--- src/rtl/reg_file_seq_pkg.sv ---
// -----------------------------------------------------------------------------
// reg_file_seq_pkg
// Shared definitions for the register-file instruction sequencer:
//   - default data / address widths
//   - sequencer state encoding
//   - opcode constants (NOP) and instruction field bit positions
//   - small decode helper used by the instruction decoder
// -----------------------------------------------------------------------------
package reg_file_seq_pkg;

  // Default widths of the datapath and register address.
  localparam int DATA_W_DEF = 9;
  localparam int ADDR_W_DEF = 2;

  // Instruction word layout: [8:6] opcode, [5:4] dest, [3:2] src0, [1:0] src1.
  localparam int INSTR_W  = 9;
  localparam int OPC_W    = 3;
  localparam int FLD_W    = 2;
  localparam int OPC_LSB  = 6;
  localparam int DEST_LSB = 4;
  localparam int SRC0_LSB = 2;
  localparam int SRC1_LSB = 0;

  // Opcode that walks the whole sequence but never writes the register file.
  localparam logic [OPC_W-1:0] OP_NOP = 3'b111;

  // Sequencer states; one instruction visits every state exactly once.
  typedef enum logic [2:0] {
    ST_IDLE = 3'd0,
    ST_READ = 3'd1,
    ST_OPND = 3'd2,
    ST_EXEC = 3'd3,
    ST_WB   = 3'd4
  } state_e;

  // True when the opcode must suppress the register-file write.
  function automatic logic is_nop(input logic [OPC_W-1:0] op);
    return (op == OP_NOP);
  endfunction

endpackage

--- src/rtl/reg_file_seq_instr_decode.sv ---
// -----------------------------------------------------------------------------
// instr_decode
// Purely combinational field extraction for one sequencer instruction word.
// Ports:
//   instr_i   in  INSTR_W  instruction word
//   opcode_o  out OPC_W    opcode field
//   dest_o    out FLD_W    destination register field
//   src0_o    out FLD_W    first source register field
//   src1_o    out FLD_W    second source register field
//   is_nop_o  out 1        opcode is NOP (write-back suppressed)
// -----------------------------------------------------------------------------
module instr_decode
  import reg_file_seq_pkg::*;
(
  input  logic [INSTR_W-1:0] instr_i,
  output logic [OPC_W-1:0]   opcode_o,
  output logic [FLD_W-1:0]   dest_o,
  output logic [FLD_W-1:0]   src0_o,
  output logic [FLD_W-1:0]   src1_o,
  output logic               is_nop_o
);

  // Slice the instruction fields out of the word.
  always_comb begin
    opcode_o = instr_i[OPC_LSB  +: OPC_W];
    dest_o   = instr_i[DEST_LSB +: FLD_W];
    src0_o   = instr_i[SRC0_LSB +: FLD_W];
    src1_o   = instr_i[SRC1_LSB +: FLD_W];
    is_nop_o = is_nop(instr_i[OPC_LSB +: OPC_W]);
  end

endmodule

--- src/rtl/reg_file_seq.sv ---
// -----------------------------------------------------------------------------
// reg_file_seq
// Fixed-latency instruction sequencer driving an external register file and
// an external combinational ALU. One instruction is processed at a time:
//   IDLE -> READ -> OPND -> EXEC -> WB -> IDLE
// Handshake on edge N gives write-back/done in cycle N+4 and a new accept
// opportunity in cycle N+5.
// Ports:
//   clk           in   clock, rising-edge
//   rst           in   asynchronous reset, active-low
//   instr_valid   in   instruction offered
//   instr_ready   out  sequencer idle and able to accept
//   instr         in   [8:6] opcode, [5:4] dest, [3:2] src0, [1:0] src1
//   rf_rd_en      out  register-file read strobe (READ only)
//   rf_rd0_addr   out  read address 0 (src0)
//   rf_rd1_addr   out  read address 1 (src1)
//   rf_rd0_data   in   read data 0, valid the cycle after rf_rd_en
//   rf_rd1_data   in   read data 1, valid the cycle after rf_rd_en
//   rf_wr_en      out  register-file write strobe (WB, non-NOP)
//   rf_wr_addr    out  write address (dest)
//   rf_wr_data    out  write data (captured ALU result)
//   alu_a, alu_b  out  registered ALU operands
//   alu_op        out  opcode presented to the ALU
//   alu_result    in   combinational ALU result
//   done          out  one-cycle pulse when an instruction retires
//   busy          out  high whenever the sequencer is not idle
// -----------------------------------------------------------------------------
module reg_file_seq
  import reg_file_seq_pkg::*;
#(
  parameter int DATA_W = DATA_W_DEF,
  parameter int ADDR_W = ADDR_W_DEF
) (
  input  logic                     clk,
  input  logic                     rst,
  input  logic                     instr_valid,
  output logic                     instr_ready,
  input  logic [INSTR_W-1:0]       instr,
  output logic                     rf_rd_en,
  output logic [ADDR_W-1:0]        rf_rd0_addr,
  output logic [ADDR_W-1:0]        rf_rd1_addr,
  input  logic signed [DATA_W-1:0] rf_rd0_data,
  input  logic signed [DATA_W-1:0] rf_rd1_data,
  output logic                     rf_wr_en,
  output logic [ADDR_W-1:0]        rf_wr_addr,
  output logic signed [DATA_W-1:0] rf_wr_data,
  output logic signed [DATA_W-1:0] alu_a,
  output logic signed [DATA_W-1:0] alu_b,
  output logic [OPC_W-1:0]         alu_op,
  input  logic signed [DATA_W-1:0] alu_result,
  output logic                     done,
  output logic                     busy
);

  state_e                   state_q, state_d;
  logic [INSTR_W-1:0]       instr_q, instr_d;
  logic signed [DATA_W-1:0] alu_a_q, alu_a_d;
  logic signed [DATA_W-1:0] alu_b_q, alu_b_d;
  logic signed [DATA_W-1:0] result_q, result_d;

  // Control strobes are registered; their next values are decoded from the
  // next state so they line up exactly with the state they belong to.
  logic ready_q, ready_d;
  logic busy_q, busy_d;
  logic rd_en_q, rd_en_d;
  logic wr_en_q, wr_en_d;
  logic done_q, done_d;

  logic [OPC_W-1:0] opcode_s;
  logic [FLD_W-1:0] dest_s;
  logic [FLD_W-1:0] src0_s;
  logic [FLD_W-1:0] src1_s;
  logic             nop_s;

  // Fields always come from the latched word, so addresses and opcode stay
  // stable for the whole READ..WB window regardless of the instr input.
  instr_decode u_instr_decode (
    .instr_i  (instr_q),
    .opcode_o (opcode_s),
    .dest_o   (dest_s),
    .src0_o   (src0_s),
    .src1_o   (src1_s),
    .is_nop_o (nop_s)
  );

  // State, latched instruction, datapath and control-strobe registers.
  always_ff @(posedge clk or negedge rst) begin
    if (!rst) begin
      state_q  <= ST_IDLE;
      instr_q  <= {INSTR_W{1'b0}};
      alu_a_q  <= {DATA_W{1'b0}};
      alu_b_q  <= {DATA_W{1'b0}};
      result_q <= {DATA_W{1'b0}};
      ready_q  <= 1'b1;
      busy_q   <= 1'b0;
      rd_en_q  <= 1'b0;
      wr_en_q  <= 1'b0;
      done_q   <= 1'b0;
    end else begin
      state_q  <= state_d;
      instr_q  <= instr_d;
      alu_a_q  <= alu_a_d;
      alu_b_q  <= alu_b_d;
      result_q <= result_d;
      ready_q  <= ready_d;
      busy_q   <= busy_d;
      rd_en_q  <= rd_en_d;
      wr_en_q  <= wr_en_d;
      done_q   <= done_d;
    end
  end

  // Next-state and datapath capture logic.
  always_comb begin
    state_d  = state_q;
    instr_d  = instr_q;
    alu_a_d  = alu_a_q;
    alu_b_d  = alu_b_q;
    result_d = result_q;
    case (state_q)
      ST_IDLE: begin
        if (instr_valid && ready_q) begin
          instr_d = instr;
          state_d = ST_READ;
        end else begin
          state_d = ST_IDLE;
        end
      end
      ST_READ: begin
        state_d = ST_OPND;
      end
      ST_OPND: begin
        // Register file data launched by the READ strobe is valid now.
        alu_a_d = rf_rd0_data;
        alu_b_d = rf_rd1_data;
        state_d = ST_EXEC;
      end
      ST_EXEC: begin
        result_d = alu_result;
        state_d  = ST_WB;
      end
      ST_WB: begin
        state_d = ST_IDLE;
      end
      default: begin
        state_d = ST_IDLE;
      end
    endcase
  end

  // Strobe decode from the next state. Entry into WB is only possible from
  // EXEC, where instr_q already holds the retiring instruction.
  always_comb begin
    ready_d = (state_d == ST_IDLE);
    busy_d  = (state_d != ST_IDLE);
    rd_en_d = (state_d == ST_READ);
    done_d  = (state_d == ST_WB);
    wr_en_d = (state_d == ST_WB) && !nop_s;
  end

  assign instr_ready = ready_q;
  assign busy        = busy_q;
  assign rf_rd_en    = rd_en_q;
  assign rf_wr_en    = wr_en_q;
  assign done        = done_q;
  assign rf_rd0_addr = ADDR_W'(src0_s);
  assign rf_rd1_addr = ADDR_W'(src1_s);
  assign rf_wr_addr  = ADDR_W'(dest_s);
  assign rf_wr_data  = result_q;
  assign alu_a       = alu_a_q;
  assign alu_b       = alu_b_q;
  assign alu_op      = opcode_s;

endmodule

--- config.mk ---
export PLATFORM = sky130hd
export DESIGN_NAME = reg_file_seq
export DESIGN_NICKNAME = d
export VERILOG_FILES = /design/src/rtl/reg_file_seq_pkg.sv /design/src/rtl/reg_file_seq_instr_decode.sv /design/src/rtl/reg_file_seq.sv
export SDC_FILE = /design/constraint.sdc
export NUM_CORES = 1
export LEC_CHECK = 0
export ABC_CLOCK_PERIOD_IN_PS = 3670
export CAP_MARGIN = 20
export CORE_MARGIN = 4
export CORE_UTILIZATION = 25
export DETAILED_ROUTE_END_ITERATION = 6
export PLACE_DENSITY = 0.53
export SETUP_SLACK_MARGIN = 0.4
export SYNTH_ARGS = -nofsm -noshare
export SYNTH_HDL_FRONTEND = slang
export SYNTH_SLANG_ARGS = --single-unit
--- constraint.sdc ---
create_clock -name clk -period 3.67 [get_ports clk]
set_input_delay 0.5505 -clock clk [delete_from_list [all_inputs] [get_ports clk]]
set_output_delay 0.5505 -clock clk [all_outputs]
set_load 0.005 [all_outputs]
==> summary.txt, run 1 <==
Worst setup path
  • FF-to-FF End: instr_q[0]
  • Arrival time worst endpoint: 2.18 ns
  • FF-to-FF Start: instr_ready
  • Setup crit start kind: input port
  • Crit. End Element: register
  • R2R setup slack: 1.86 ns
  • Maximum fanout along the worst path: 11
  • Path depth of the worst reg2reg path: 3
  • Req. time, crit path: 3.85 ns
  • Critical path class: in -> reg

Logic synthesis
  • Post-synth cell types: 18
  • Mapped Cells: 115
  • Synth warn: 0
  • Seq/Total Area, Yosys: 64.73%
  • Post-synthesis register bit count: 44
  • Syn nets: 154
  • Synthesized area: 1703 um2
  • Post-Syn Area per Cell: 14.81 um2

Clocking
  • Clk root buf: clkbuf_8
  • CTS tree: done
  • Post CTS Setup Buffer Count: 0
  • Clock edge transition at the registers on the reported setup and hold paths: 0.08 ns
  • Clock buffer depth: 2
  • # hold bufs at CTS: 0
  • CTS resizes: 0
  • CTS sink count: 44
  • Skew-Pair Late Insertion Delay: 0.29 ns
  • Total CTS buffers: 5
  • H-tree depth: 2

Pwr
  • Internal: 1.572 mW
  • Overall Power: 2.182 mW
  • P per Cell Area: 821.2 nW/um2
  • Clock network fraction of design power: 12.9%
  • Seq pwr share: 40.1%
  • Combinational power share: 47.0%
  • VDD IR max: 0.2782 mV
  • Sw frac: 27.95%
  • NetSw: 610.1 uW
  • LEAKAGE: 1.178 nW

Placed design
  • Routability cong.: 0.7136
  • Detailed Place HPWL: 2594 um
  • Post-place instance area: 2560 um2
  • Placed cell count: 268
  • DP Worst Slack: 1.331 ns
  • IO Port Bufs: 79

Layout
  • Area growth syn-to-layout: 56.06%
  • Finished Cell Area: 2658 um2
  • Filler cells: 606
  • Non-Filler Instances: 276
  • Share of layout cells above drive strength 1: 20.10%
  • Reg area: 1102 um2
  • Most common cell after layout, fill and taps aside: clkdlybuf4s50_1
  • Area of the multi-input gates: 556.8 um2
  • Most frequent cells in the layout: 78 x clkdlybuf4s50_1, 43 x dfrtp_1, 28 x nand2_1
  • Nets: 238
  • # diodes: 0

Run
  • Max-Cap Viols: 0

Die
  • Chip Width: 90.53 um
  • Site Rows: 29
  • Die area: 8196 um2
  • IO Count: 80
  • Die extent in y: 90.53 um
  • Core ar.: 6495 um2
  • Initial Utilization: 26.22%

Detailed routing
  • Drc violations: 0
  • Final WL: 3642 um
  • DRT Pass-1 Iters: 2
  • Initial drt markers: 13
  • Final ANT Viol Nets: 0
  • Routed wire per std cell: 13.20 um
  • Vias post-DR: 1,105
  • Vias per cell: 4.004

Global routing
  • Largest net degree at the start of global routing: 45
  • Initial antenna violation count: 0
  • Total GRT Usage: 9.339%
  • Number of global-route vias before repair: 1,183
  • Total gr overflow: 0
  • First-pass GRT wire length: 6161 um

Timing
  • Skew final: 0.005003 ns
  • Setup WS post-layout: 1.668 ns
  • FMAX: 0.4996 GHz
  • Hold Violations, Final: 0
  • Post-layout min period: 2.002 ns
  • Setup TNS Final: 0 ns
  • Final Setup Violations: 0
  • Rel. slew slack: 42.39%
  • Fin crit share: 54.54%
  • Max Slew Vio Count: 0
  • RSZ-0062 raised after global routing: false
  • Worst-Margin Slew: 0.8577 ns

Status
  • Status: complete, no violations

Min path
  • Min-Delay Path Class: in -> async
kinds of logic (layout without fill, tap and decap cells):
family	after synthesis	in the layout	share of synthesized area (%)
xor+xnor	1	1	0.5144
buf+inv	7	91	3.453
mux	27	27	21.60
flops	44	44	64.73
compound gates	2	2	0.8086
simple gates	34	34	8.891
per-stage QoR:
| step | hold slack [ns] | util, % |
|---|---|---|
| 5_1_grt | 0.1256 | 40.92 |
| 2_1_floorplan | 0.2549 | - |
| 3_5_place_dp | 0.4618 | 39.41 |
| 3_3_place_gp | 0.4602 | 39.41 |
| 6_report | 0.1161 | 40.92 |
| 4_1_cts | 0.4456 | 40.61 |
cell type report:
class	instances	share of cell area [%]
inverters	3	0.4237
flip-flops and latches	44	41.48
clock inverters	1	0.1883
repair buffers	81	30.60
multi-input cells	64	20.95
well taps	77	3.625
clock buffers	6	2.731
registers in the layout (all words and copies together) (netlist names):
register     count
state_q          3
rf_wr_data       9
rf_wr_en         1
alu_b            9
instr_q          9
rf_rd_en         1
busy             1
instr_ready      1
done             1
alu_a            9
synth_stat cells:
cell type	instances	area, um2
mux2_4	17	255.2
buf_6	2	22.52
dfrtp_1	43	1076
buf_12	1	20.02
mux2_2	10	112.6
buf_2	1	5.000
a21o_1	1	7.510
nor4_2	1	12.51
a31oi_1	1	6.260
nor3b_2	1	12.51
nand2_1	28	105.1
inv_1	2	7.510
nor2_1	2	7.510
nand3b_1	1	7.510
inv_2	1	3.750
dfstp_2	1	26.28
xnor2_1	1	8.760
or2_1	1	6.260
power by group through the flow:
| stage | Combinational [mW] | Clock (mW) | Sequential, mW |
|---|---|---|---|
| global route | 1.12 | 0.319 | 0.912 |
| floorplan | 0.484 | 0 | 0.887 |
| global placement | 1.04 | 0 | 0.884 |
| CTS | 1.05 | 0.303 | 0.879 |
| finish | 1.03 | 0.281 | 0.875 |
| detailed placement | 1.05 | 0 | 0.880 |
metal layers:
metal	GRT usage [%]	part of all wire, %	up-vias
li1	-	-	542
met1	13.05	50	501
met2	12.97	41	56
met3	3.333	7.4	6
met4	3.827	1.8	0
met5	0	0	-
how the worst max path moves through the flow:
stage	end	from
finish	instr_q[0]	instr_valid
floorplan	instr_q[1]	instr_valid
detailed placement	instr_q[0]	instr_valid
global placement	instr_q[0]	instr_valid
CTS	instr_q[0]	instr_valid
global route	instr_q[0]	instr_valid
worst max-delay path: stages:
cell and delay [ns]:
clkdlybuf4s50_1 0.46, nand2_1 0.10, nor4_4 0.66, mux2_2 0.41
No activity file was read; power rests on OpenSTA's default activity.
==> run 2, diff against run 1 <==
- ABC_CLOCK_PERIOD_IN_PS: 3670 -> 1610
- PLACE_DENSITY: 0.53 -> 0.55
- clock period: 3.67 -> 1.61 ns (I/O delays scaled with it)
==> run 2 against run 1 <==
Combinational power grew to 2.5 times the previous value. Die area stayed put. Largest cell class unchanged. Setup slack worse by 1.5 ns. Global-route usage is 0.30 points higher. Largest power group unchanged.
==> summary.txt, run 2 (synthesis gave the netlist of run 1 again) <==
Status
  • Status: complete, no violations

Global routing
  • First-pass GRT wire length: 6368 um (+3.4%)
  • Largest net degree at the start of global routing: 18 (-60%)
  • Total GRT Usage: 9.639% (+0.30 points)
  • Initial antenna violation count: 0 (unchanged)
  • Total gr overflow: 0 (unchanged)
  • Number of global-route vias before repair: 1,251 (+5.7%)

Detailed routing
  • Final WL: 4004 um (+9.9%)
  • Vias per cell: 4.049 (+1.1%)
  • DRT Pass-1 Iters: 4 (+2)
  • Vias post-DR: 1,231 (+11%)
  • Routed wire per std cell: 13.17 um (-0.19%)
  • Final ANT Viol Nets: 0 (unchanged)
  • Initial drt markers: 48 (+35)
  • Drc violations: 0 (unchanged)

Layout
  • Filler cells: 601 (-0.83%)
  • # diodes: 0 (unchanged)
  • Most common cell after layout, fill and taps aside: dfrtp_1
  • Most frequent cells in the layout: 40 x dfrtp_1, 37 x clkdlybuf4s50_1, 30 x clkdlybuf4s15_1
  • Share of layout cells above drive strength 1: 31.28% (+11 points)
  • Area growth syn-to-layout: 70.46%
  • Area of the multi-input gates: 568.0 um2 (+2.0%)
  • Nets: 265 (+11%)
  • Reg area: 1106 um2 (+0.34%)

Die
  • Chip Width: 90.53 um (unchanged)
  • Initial Utilization: 26.22% (unchanged)
  • Site Rows: 29 (unchanged)
  • Die extent in y: 90.53 um (unchanged)
  • Die area: 8196 um2 (unchanged)
  • Core ar.: 6495 um2 (unchanged)
  • IO Count: 80 (unchanged)

Clocking
  • CTS tree: done
  • Total CTS buffers: 5 (unchanged)
  • Skew-Pair Late Insertion Delay: 0.29 ns (about the same)
  • Clock buffer depth: 2 (unchanged)
  • Clk root buf: clkbuf_8
  • Clock edge transition at the registers on the reported setup and hold paths: 0.08 ns (about the same)
  • H-tree depth: 2 (unchanged)
  • CTS sink count: 44 (unchanged)

Timing
  • RSZ-0062 raised after global routing: true
  • Hold Violations, Final: 0 (unchanged)
  • Max Slew Vio Count: 0 (unchanged)
  • Fin crit share: 88.31%
  • Rel. slew slack: 78.54% (+36 points)
  • Post-layout min period: 1.422 ns
  • Setup WS post-layout: 0.1882 ns (-1.480 ns)
  • Worst-Margin Slew: 0.3218 ns (-0.5359 ns)
  • FMAX: 0.7034 GHz
  • Skew final: 0.004823 ns (-0.0001800 ns)
  • Setup TNS Final: 0 ns (unchanged)
  • Final Setup Violations: 0 (unchanged)

Placed design
  • IO Port Bufs: 79 (unchanged)
  • Detailed Place HPWL: 2808 um (+8.3%)
  • Routability cong.: 0.6758 (-5.3%)
  • DP Worst Slack: -0.02335 ns (-1.355 ns)

Pwr
  • LEAKAGE: 1.376 nW (+17%)
  • P per Cell Area: 1836 nW/um2 (+120%)
  • VDD IR max: 0.4752 mV (+71%)

Worst setup path
  • Path depth of the worst reg2reg path: 4 (+1)
  • Crit. End Element: register
  • Req. time, crit path: 1.79 ns (-2.06 ns)
  • Arrival time worst endpoint: 1.60 ns (-0.58 ns)
  • Critical path class: reg -> reg
  • Crit-path cells: nand2_4 -> nor4_4 -> buf_12 -> mux2_4
  • Setup crit start kind: register
  • CP max-delay cell: dfstp_2
  • Worst stage delay on the critical path: 0.55 ns (-0.11 ns)
  • Maximum fanout along the worst path: 10 (-1)

Run
  • Max-Cap Viols: 0 (unchanged)

Min path
  • Min-Delay Path Class: in -> async
run 2: timing repair:
action	CTS	global route
resized for setup	46	31
hold endpoints to repair	11	0
endpoints found under the setup margin	68	60
setup buffers	9	13
hold buffers	1	0
pin swaps	0	1
run 2: final timing paths:
check	slack [ns]	to	from
min	0.37	instr_q[0]	rst
min in group clk	0.47	rf_wr_data[1]	rf_wr_data[1]
min reg2reg	0.47	rf_wr_data[1]	rf_wr_data[1]
max reg2reg	0.19	instr_q[2]	instr_ready
max	0.19	instr_q[2]	instr_ready
max in group asynchronous	0.70	rf_wr_data[2]	rst
run 2: worst max-delay path: cells and delay by family (launching register included):
family | cells | cell delay (ns)
buffers and inverters | 1 | 0.19
DFF | 1 | 0.55
muxes | 1 | 0.29
and+or+nand+nor | 2 | 0.27
run 2: layout make-up:
type / count / share of cell area, %
tap: 77 / 3.319
inverter: 3 / 0.3879
timing repair buffer: 108 / 35.17
multi-input combinational: 64 / 19.57
sequential: 44 / 38.10
clock buffer: 8 / 3.448
run 2: stage by stage:
| step | hold slack (ns) | instances | util, % | area (um2) | total power [mW] |
|---|---|---|---|---|---|
| floorplan | -0.05409 | 115 | - | 1714 | 3.147 |
| detailed placement | 0.1588 | 273 | 40.42 | 2625 | 4.508 |
| finish | 0.3720 | 304 | 44.69 | 2903 | 5.330 |
| CTS | 0.3774 | 291 | 42.54 | 2763 | 5.081 |
| global route | 0.3952 | 304 | 44.69 | 2903 | 5.695 |
| global placement | 0.1587 | 273 | 40.42 | 2625 | 4.498 |
run 2: report_power, final:
part	switching (mW)	internal (mW)
sequential	0.316	1.67
combinational	0.850	1.76
clock	0.345	0.391
total	1.51	3.82
run 2: per-layer routing:
layer	vias up	wire length, um	global-route usage [%]
li1	596	-	-
met1	581	1905	13.05
met2	51	1783	14.58
met3	3	279	3.583
met4	0	36	2.296
met5	-	0	0
